--- config.mk ---
export PLATFORM = sky130hd
export DESIGN_NAME = bcd_converter
export DESIGN_NICKNAME = d
export VERILOG_FILES = /design/src/rtl/bcd_converter_pkg.sv /design/src/rtl/bcd_digit_adjust.sv /design/src/rtl/bcd_converter.sv
export SDC_FILE = /design/constraint.sdc
export NUM_CORES = 1
export LEC_CHECK = 0
export BUFFER_PORTS_ARGS = -buffer_cell sky130_fd_sc_hd__buf_2
export CORE_UTILIZATION = 59
export CTS_BUF_LIST = sky130_fd_sc_hd__clkbuf_2 sky130_fd_sc_hd__clkbuf_4 sky130_fd_sc_hd__clkbuf_8
export CTS_CLUSTER_SIZE = 25
export DETAILED_ROUTE_END_ITERATION = 10
export PLACE_DENSITY = 0.8
export SLEW_MARGIN = 15
export SYNTH_ARGS = -nofsm -noshare
export SYNTH_HDL_FRONTEND = slang
export SYNTH_SLANG_ARGS = --single-unit
--- constraint.sdc ---
create_clock -name clock -period 2.2 [get_ports clock]
set_clock_uncertainty 0.1 [all_clocks]
set_input_delay 0.44 -clock clock [delete_from_list [all_inputs] [get_ports clock]]
set_output_delay 0.44 -clock clock [all_outputs]
set_load 0.01 [all_outputs]
--- src/rtl/bcd_converter_pkg.sv ---
// Shared definitions for the decimal display path: converter state encoding and
// the double-dabble digit correction constants.
package bcd_converter_pkg;

    localparam logic STATE_IDLE  = 1'b0;
    localparam logic STATE_SHIFT = 1'b1;

    typedef enum logic {
        StIdle  = STATE_IDLE,
        StShift = STATE_SHIFT
    } bcd_state_e;

    // A digit at or above the threshold would exceed 9 after doubling, so it is
    // pre-corrected by adding 3 before the shift.
    localparam logic [3:0] BCD_ADJUST_THRESHOLD = 4'd5;
    localparam logic [3:0] BCD_ADJUST_ADD       = 4'd3;

endpackage

--- src/rtl/bcd_digit_adjust.sv ---
// Combinational double-dabble correction for one BCD digit: if >= 5, add 3.
module bcd_digit_adjust
    import bcd_converter_pkg::*;
(
    input  logic [3:0] digit_i,
    output logic [3:0] digit_o
);

    always_comb begin
        digit_o = digit_i;
        if (digit_i >= BCD_ADJUST_THRESHOLD) begin
            digit_o = digit_i + BCD_ADJUST_ADD;
        end
    end

endmodule

--- src/rtl/bcd_converter.sv ---
// Iterative binary-to-BCD converter (shift-and-add-3), one input bit per clock.
// Result and overflow flag are held between conversions.
module bcd_converter
    import bcd_converter_pkg::*;
#(
    parameter int unsigned INPUT_WIDTH = 16,
    parameter int unsigned DIGITS      = 4
) (
    input  logic                   clock,
    input  logic                   reset,
    input  logic                   start,
    input  logic [INPUT_WIDTH-1:0] binary,
    output logic                   busy,
    output logic                   done,
    output logic [4*DIGITS-1:0]    bcd,
    output logic                   overflow
);

    localparam int unsigned CntW = $clog2(INPUT_WIDTH + 1);
    localparam int unsigned ScrW = 4 * DIGITS;

    bcd_state_e             state_q, state_d;
    logic [INPUT_WIDTH-1:0] shift_q, shift_d;
    logic [ScrW-1:0]        scratch_q, scratch_d;
    logic [CntW-1:0]        cnt_q, cnt_d;
    logic                   sticky_q, sticky_d;
    logic [ScrW-1:0]        bcd_q, bcd_d;
    logic                   overflow_q, overflow_d;
    logic                   done_q, done_d;

    logic [ScrW-1:0]        adjusted;
    logic [ScrW-1:0]        scratch_shifted;
    logic [INPUT_WIDTH-1:0] shift_shifted;
    logic                   carry_out;

    for (genvar g = 0; g < DIGITS; g++) begin : g_adjust
        bcd_digit_adjust u_adjust (
            .digit_i (scratch_q[4*g +: 4]),
            .digit_o (adjusted[4*g +: 4])
        );
    end

    // Bit leaving the top digit carries 10^DIGITS, so it can only mean overflow.
    always_comb begin
        carry_out       = adjusted[ScrW-1];
        scratch_shifted = {adjusted[ScrW-2:0], shift_q[INPUT_WIDTH-1]};
        shift_shifted   = {shift_q[INPUT_WIDTH-2:0], 1'b0};
    end

    always_comb begin
        state_d    = state_q;
        shift_d    = shift_q;
        scratch_d  = scratch_q;
        cnt_d      = cnt_q;
        sticky_d   = sticky_q;
        bcd_d      = bcd_q;
        overflow_d = overflow_q;
        done_d     = 1'b0;

        case (state_q)
            StIdle: begin
                if (start) begin
                    shift_d   = binary;
                    scratch_d = '0;
                    sticky_d  = 1'b0;
                    cnt_d     = CntW'(INPUT_WIDTH);
                    state_d   = StShift;
                end
            end
            StShift: begin
                scratch_d = scratch_shifted;
                shift_d   = shift_shifted;
                sticky_d  = sticky_q | carry_out;
                cnt_d     = cnt_q - CntW'(1);
                if (cnt_q == CntW'(1)) begin
                    bcd_d      = scratch_shifted;
                    overflow_d = sticky_q | carry_out;
                    done_d     = 1'b1;
                    state_d    = StIdle;
                end
            end
            default: begin
                state_d = StIdle;
            end
        endcase
    end

    always_ff @(posedge clock or posedge reset) begin
        if (reset) begin
            state_q    <= StIdle;
            shift_q    <= '0;
            scratch_q  <= '0;
            cnt_q      <= '0;
            sticky_q   <= 1'b0;
            bcd_q      <= '0;
            overflow_q <= 1'b0;
            done_q     <= 1'b0;
        end else begin
            state_q    <= state_d;
            shift_q    <= shift_d;
            scratch_q  <= scratch_d;
            cnt_q      <= cnt_d;
            sticky_q   <= sticky_d;
            bcd_q      <= bcd_d;
            overflow_q <= overflow_d;
            done_q     <= done_d;
        end
    end

    always_comb begin
        busy     = (state_q == StShift);
        done     = done_q;
        bcd      = bcd_q;
        overflow = overflow_q;
    end

endmodule

After elaboration in Yosys (flattened, before gate mapping) --
Index checks and enable logic that the tools add are counted.
Word-level totals: flip-flop bits (word level) 57, input bits 19, output and inout bits 19
Cells by class: add/subtract/negate cells 5, order comparisons 4, equality and inequality tests 2, multiplexer cells 17, bitwise gates (word level) 2, reductions and logical operators 1
Operator list (count):
- $pmux W16 S2 | 2
- $mux W16 | 2
- $add A4 B2 Y4 const B | 4
- $ge A4 B3 Y1 const B | 4
- $mux W4 | 4
- $pmux W5 S2 | 1
- $eq A5 B1 Y1 const B | 1
- $mux W1 | 5
- $mux W5 | 1
- $sub A5 B1 Y5 const B | 1
- $pmux W1 S2 | 2
- $ne A2 B2 Y1 const B | 1
- $reduce_and A2 Y1 | 1
- $not A1 Y1 | 1
- $or A1 B1 Y1 | 1

Longest topological paths before layout --
Gate-level depths: netlist (run 1).
depth in word-level cells 4, depth in mapped cells 6, mapped depth without buffers 6

Modules after synthesis --
A second synthesis (run 1) with hierarchy kept.
Second synthesis, totals: cells, all modules 244, area, all modules 2717.6 um^2
By module, submodules not included:
- bcd_converter | times used 1, cells an instance 180, area an instance 2312.2 um^2
- bcd_digit_adjust | times used 4, cells an instance 16, area an instance 101.3 um^2

Worst setup path before layout (run 1) --
Ideal clock, no wire load.
path kind register to register, start reg scratch_q[12], end reg bcd_q[14] (netlist: bcd[14]), arrival time 1302 ps, path slack 673 ps, cell stages (with the launch flop) 7, clock period less this slack 1527 ps, cell sequence dfrtp_1 -> inv_1 -> ha_1 -> nand2b_2 -> a21oi_2 -> mux2i_1 -> mux2_4
Between the ends: word-level cells in the longest chain between the ends 2
RTL lines:
- start: declaration | line bcd_converter.sv:24 | logic [ScrW-1:0] scratch_q, scratch_d;
- start signal: assignment | line bcd_converter.sv:101 | scratch_q <= scratch_d;
- $add A4 B2 Y4 or $ge A4 B3 Y1 (tied branches) | line bcd_digit_adjust.sv:12, bcd_digit_adjust.sv:11
- $mux W4 * | line bcd_digit_adjust.sv:11 | if (digit_i >= BCD_ADJUST_THRESHOLD) begin
- end signal: assignment | line bcd_converter.sv:95 | bcd_q <= '0;
- end signal: assignment | line bcd_converter.sv:104 | bcd_q <= bcd_d;
- end: declaration | line bcd_converter.sv:27 | logic [ScrW-1:0] bcd_q, bcd_d;
Mark *: on every way between the ends. The rest lies on a longest branch, timed or not. A chain may end at the register's enable or synchronous reset.

Worst setup path after layout (run 1) --
start reg scratch_q[4], end reg bcd_q[6] (netlist: bcd[6])
Same word-level chain as after synthesis.

==> results.sh, run 1 <==
export IMPL_syn_cell_area_mm2=0.00280
export IMPL_crit_type="reg2reg"
export IMPL_grt_overflow_total=0
export IMPL_clkLatencyLatePin_ns=0.32
export IMPL_grt_max_degree=58
export IMPL_first_global_vias=2000
export IMPL_numPortBuffers=37
export IMPL_coreArea_mm2=0.00444
export IMPL_crit_fanout=5
export IMPL_hpwl_mm=3.39
export IMPL_power_leakage_uw=0.00161
export IMPL_ant_nets=0
export IMPL_regToRegStartpoint="scratch_q[4]"
export IMPL_drc_errors=0
export IMPL_required_ns=2.31
export IMPL_cap_violations=0
export IMPL_finalSetupTns_ns=0
export IMPL_drt_iter0_drc=137
export IMPL_crit_path_start="scratch_q[4]"
export IMPL_worstHoldPathType="in2async"
export IMPL_peakVddDrop_mv=0.722
export IMPL_cp_arrival_ns=1.76
export IMPL_worst_setup_path_end_kind="flop"
export IMPL_postCtsSetupRepairBufs=0
export IMPL_tightest_slew_ns=0.369
export IMPL_die_h_um=70.9
export IMPL_wl_per_cell_um=14.2
export IMPL_ys_types=34
export IMPL_clock_path_buffers=2
export IMPL_diodes=0
export IMPL_antenna_found_initial=0
export IMPL_root_buffer="clkbuf_8"
export IMPL_area_growth_pct=14.7
export IMPL_finalSetupViolCount=0
export IMPL_fmax_mhz=607
export IMPL_synth_avg_cell_area_um2=10.8
export IMPL_cts_sink_count=57
export IMPL_period_needed_ns=1.65
export IMPL_top_level_ports=38
export IMPL_grt_util_all_layers_pct=23.4
export IMPL_layout_worst_path_cycle_share_pct=74.9
export IMPL_instances_no_fill=356
export IMPL_holdBufCountCts=0
export IMPL_finalMaxSlewViolations=0
export IMPL_vias=1953
export IMPL_status="complete, no violations"
export IMPL_clk_pin_slew_ns=0.06
export IMPL_ys_seq_area_share_pct=50.9
export IMPL_viasPerCell=5.49
export IMPL_fillers=336
export IMPL_grt_setup_unrepaired="false"
export IMPL_die_area_mm2=0.00503
export IMPL_rows=24
export IMPL_ys_warn_count=0
export IMPL_cts_tree="built"
export IMPL_grt_pass1_wl_mm=9.00
export IMPL_layout_drive_gt1_share_pct=25.3
export IMPL_nets=331
export IMPL_synth_cells=260
export IMPL_post_cts_resized=0
export IMPL_finalHoldViolations=0
export IMPL_ys_ff_latch=57
export IMPL_dpl_cell_count=343
export IMPL_initial_core_util_pct=63.0
export IMPL_tritoncts_num_buffers=9
export IMPL_setup_ws_ns=0.553
export IMPL_syn_num_nets=289
export IMPL_slew_headroom_pct=75.4
export IMPL_layout_common_cells="dfrtp_1, buf_2, nand2_1, o21ai_0, mux2i_1"
export IMPL_dr_pass1_iters=4
export IMPL_power_density_mw_per_mm2=1430
export IMPL_start_kind="flop"
export IMPL_cts_max_level=3
export IMPL_wirelength_mm=5.05
export IMPL_layout_commonest_cell="dfrtp_1"
export IMPL_gp_congestion=0.763
export IMPL_dpl_worst_slack_ns=0.576
export IMPL_die_width_um=70.9
[per-layer routing]
metal,vias up,wire (um),global-route usage (%)
li1,978,-,-
met1,929,2420,30.0
met2,37,2350,37.8
met3,9,187,5.27
met4,0,87,11.3
met5,-,0,0
[per-stage QoR]
stage          utilization (%)  power, uW  hold WS, ns  cell area, um^2
5_1_grt                   72.3       4980       0.0767             3210
6_report                  72.3       4590       0.0485             3210
3_5_place_dp              68.6       3770        0.365             3050
2_1_floorplan                -       3270        0.349             2800
3_3_place_gp              68.6       3670        0.359             3050
4_1_cts                   72.3       4620       0.0680             3210
[cells by family (layout without fill, tap and decap cells)]
kind of cell	Yosys count	in the layout	share of synthesized area [%]
multiplexers	34	34	12.9
flip-flops	57	57	50.9
AO/OA/AOI/OAI	60	60	13.0
buffers and inverters	25	69	4.15
XOR/XNOR	5	5	1.56
adder cells (fa/ha/maj)	10	10	4.47
AND/OR/NAND/NOR	69	69	13.0
[flip-flops by register name (all words and copies together), names as in the netlist]
name       count
overflow       1
bcd           16
done           1
sticky_q       1
cnt_q          5
shift_q       16
scratch_q     16
busy           1
[area by class of cell]
type	instances	area [um^2]	share of cell area [%]
clock buffers	12	159	4.95
clock inverters	1	5.00	0.156
inverters	12	47.5	1.48
multi-input cells	178	1260	39.2
flip-flops and latches	57	1430	44.4
well taps	52	65.1	2.02
repair buffers	44	250	7.79
[final timing paths]
check	end	slack, ns	cells after the start
setup reg to reg	bcd[6]	0.55	6
max in group asynchronous	scratch_q[2]	1.68	3
setup / recovery	bcd[6]	0.55	6
hold / removal	overflow	0.05	3
min in group clock	shift_q[0]	0.26	3
hold reg to reg	bcd[4]	0.37	2
[synthesized netlist by cell type]
master | number | area share [%]
nand3_1 | 3 | 0.54
nor2b_1 | 2 | 0.45
o21a_1 | 2 | 0.54
mux2_4 | 3 | 1.6
dfrtp_1 | 57 | 51
nor2_1 | 4 | 0.54
mux2_2 | 5 | 2.0
o21ai_1 | 9 | 1.6
nor3_1 | 2 | 0.36
xor2_1 | 1 | 0.31
inv_4 | 1 | 0.22
or2b_1 | 1 | 0.27
a21o_1 | 2 | 0.54
buf_2 | 10 | 1.8
xnor2_1 | 4 | 1.3
o21ai_0 | 27 | 4.8
mux2i_1 | 26 | 9.3
ha_1 | 10 | 4.5
buf_4 | 2 | 0.54
nand2_1 | 32 | 4.3
nor3b_1 | 9 | 2.4
a21oi_4 | 2 | 1.2
o31ai_1 | 2 | 0.54
a22o_1 | 5 | 1.6
and2_1 | 1 | 0.22
a21oi_2 | 2 | 0.63
nor2_2 | 1 | 0.22
nand4b_2 | 1 | 0.54
inv_1 | 11 | 1.5
clkbuf_1 | 1 | 0.13
nand4_1 | 1 | 0.22
nand2b_2 | 3 | 0.94
a21oi_1 | 9 | 1.6
nand2b_1 | 9 | 2.0
[report_power, final]
group	total (uW)	internal [uW]	switching, uW
clock	837	462	375
combinational	1890	918	976
sequential	1860	1490	374
total	4590	2870	1730
[worst max-delay path, cell delays in order (launching register included)]
cell      delay, ns
dfrtp_1        0.41
inv_1          0.10
ha_1           0.27
nand2b_2       0.11
a21oi_4        0.17
mux2i_1        0.11
mux2_4         0.26
Note: power is estimated with default switching activity, not from simulation.
==> inputs of run 2 (changes only) <==
Clock period 2.2 ns to 1.6 ns, I/O delays scaled along.
==> results.sh, run 2 (synthesis gave the netlist of run 1 again) <==
export IMPL_layout_worst_path_cycle_share_pct=97.5
export IMPL_critPathMaxStageDelay_ns=0.35
export IMPL_p_total_uw=7020
export IMPL_crit_slowest_cell="mux2_2"
export IMPL_drt_iter0_drc=129
export IMPL_layout_drive_gt1_share_pct=34.3
export IMPL_root_buffer="clkbuf_8"
export IMPL_layout_common_cells="dfrtp_1, buf_2, nand2_1, o21ai_0, mux2i_1"
export IMPL_finalHoldViolations=0
export IMPL_tightest_slew_ns=0.404
export IMPL_viasPerCell=5.46
export IMPL_cts_tree="built"
export IMPL_peakVddDrop_mv=1.08
export IMPL_die_area_mm2=0.00503
export IMPL_gp_congestion=0.774
export IMPL_vias=2038
export IMPL_die_h_um=70.9
export IMPL_die_width_um=70.9
export IMPL_first_global_vias=2055
export IMPL_worst_setup_path_end_kind="flop"
export IMPL_crit_fanout=21
export IMPL_cp_top_family="multiplexers"
export IMPL_grt_pass1_wl_mm=9.49
export IMPL_finalSetupViolCount=0
export IMPL_clkLatencyLatePin_ns=0.34
export IMPL_cap_violations=0
export IMPL_post_route_cell_area_mm2=0.00345
export IMPL_diodes=0
export IMPL_cp_arrival_ns=1.68
export IMPL_place_area_mm2=0.00312
export IMPL_required_ns=1.72
export IMPL_grt_max_degree=37
export IMPL_clock_path_buffers=2
export IMPL_fillers=284
export IMPL_grt_util_all_layers_pct=25.4
export IMPL_nets=345
export IMPL_ant_nets=0
export IMPL_antenna_found_initial=0
export IMPL_power_leakage_uw=0.00169
export IMPL_slew_headroom_pct=73.1
export IMPL_start_kind="flop"
export IMPL_fmax_mhz=641
export IMPL_area_growth_pct=23.0
export IMPL_power_density_mw_per_mm2=2040
export IMPL_hpwl_mm=3.64
export IMPL_cp_cell_sequence="inv_1 > ha_1 > nand4b_2 > buf_4 > mux2_2"
export IMPL_drc_errors=0
export IMPL_grt_overflow_total=0
export IMPL_initial_core_util_pct=63.0
export IMPL_cts_max_level=3
export IMPL_crit_type="reg2reg"
export IMPL_layout_commonest_cell="dfrtp_1"
export IMPL_wl_per_cell_um=15.4
export IMPL_path_buf_inv=2
export IMPL_grt_setup_unrepaired="true"
export IMPL_cts_sink_count=57
export IMPL_wirelength_mm=5.74
export IMPL_coreArea_mm2=0.00444
export IMPL_worstHoldPathType="in2reg"
export IMPL_status="complete, no violations"
export IMPL_dr_pass1_iters=6
export IMPL_top_level_ports=38
export IMPL_tritoncts_num_buffers=9
export IMPL_clk_pin_slew_ns=0.06
export IMPL_rows=24
export IMPL_finalMaxSlewViolations=0
export IMPL_period_needed_ns=1.56
export IMPL_numPortBuffers=37
## run 2: worst paths after layout
path	slack [ns]	end	from	cells after the start
min in group asynchronous	0.42	scratch_q[3]	reset	3
min reg2reg	0.37	bcd[4]	bcd[4]	2
max in group asynchronous	0.53	busy	reset	4
max reg2reg	0.04	bcd[0]	cnt_q[1]	5
max	0.04	bcd[0]	cnt_q[1]	5
min	0.14	shift_q[0]	binary[0]	3
## run 2: per-stage QoR
stage | TNS [ns] | hold slack [ns] | worst slack (ns) | util, % | instances
2_1_floorplan | 0 | 0.307 | 0.0734 | - | 260
3_3_place_gp | 0 | 0.238 | 0.0521 | 70.2 | 350
3_5_place_dp | -0.0247 | 0.239 | -0.0179 | 70.2 | 350
4_1_cts | 0 | 0.126 | 0.00187 | 75.1 | 368
5_1_grt | -0.0664 | 0.161 | -0.0258 | 77.5 | 373
6_report | 0 | 0.143 | 0.0405 | 77.5 | 373
## run 2: layout make-up
class / instances / area (um^2) / share of cell area, %
clock buffers: 14 / 186 / 5.41
clock inverters: 2 / 10.0 / 0.290
inverters: 12 / 51.3 / 1.49
multi-input cells: 178 / 1340 / 38.7
flip-flops and latches: 57 / 1430 / 41.4
well taps: 52 / 65.1 / 1.89
repair buffers: 58 / 370 / 10.7
## run 2: routing by layer
layer	up-vias	GRT usage (%)	part of all wire, %
met3	16	8.83	4.2
met5	-	0	0
met2	51	40.0	47
met4	0	11.3	2.4
li1	1006	-	-
met1	965	32.1	46
## run 2: worst register-to-register path: stages (launching register included)
cell	delay, ns
dfrtp_1	0.34
inv_1	0.08
ha_1	0.19
nand4b_2	0.12
buf_4	0.26
mux2_2	0.35
## run 2: timing repair
item / 4_1_cts / 5_1_grt
buffers inserted: 1 / 5
setup endpoints to repair: 4 / 17
hold endpoints to repair: 15 / 0
hold buffers: 1 / 0
pin swaps: 1 / 7
resized for setup: 2 / 21
## run 2: where the power goes
group	switching, uW	internal (uW)	leakage (uW)
logic	1580	1580	0.000864
clock network	558	744	0.000106
registers	503	2040	0.000722
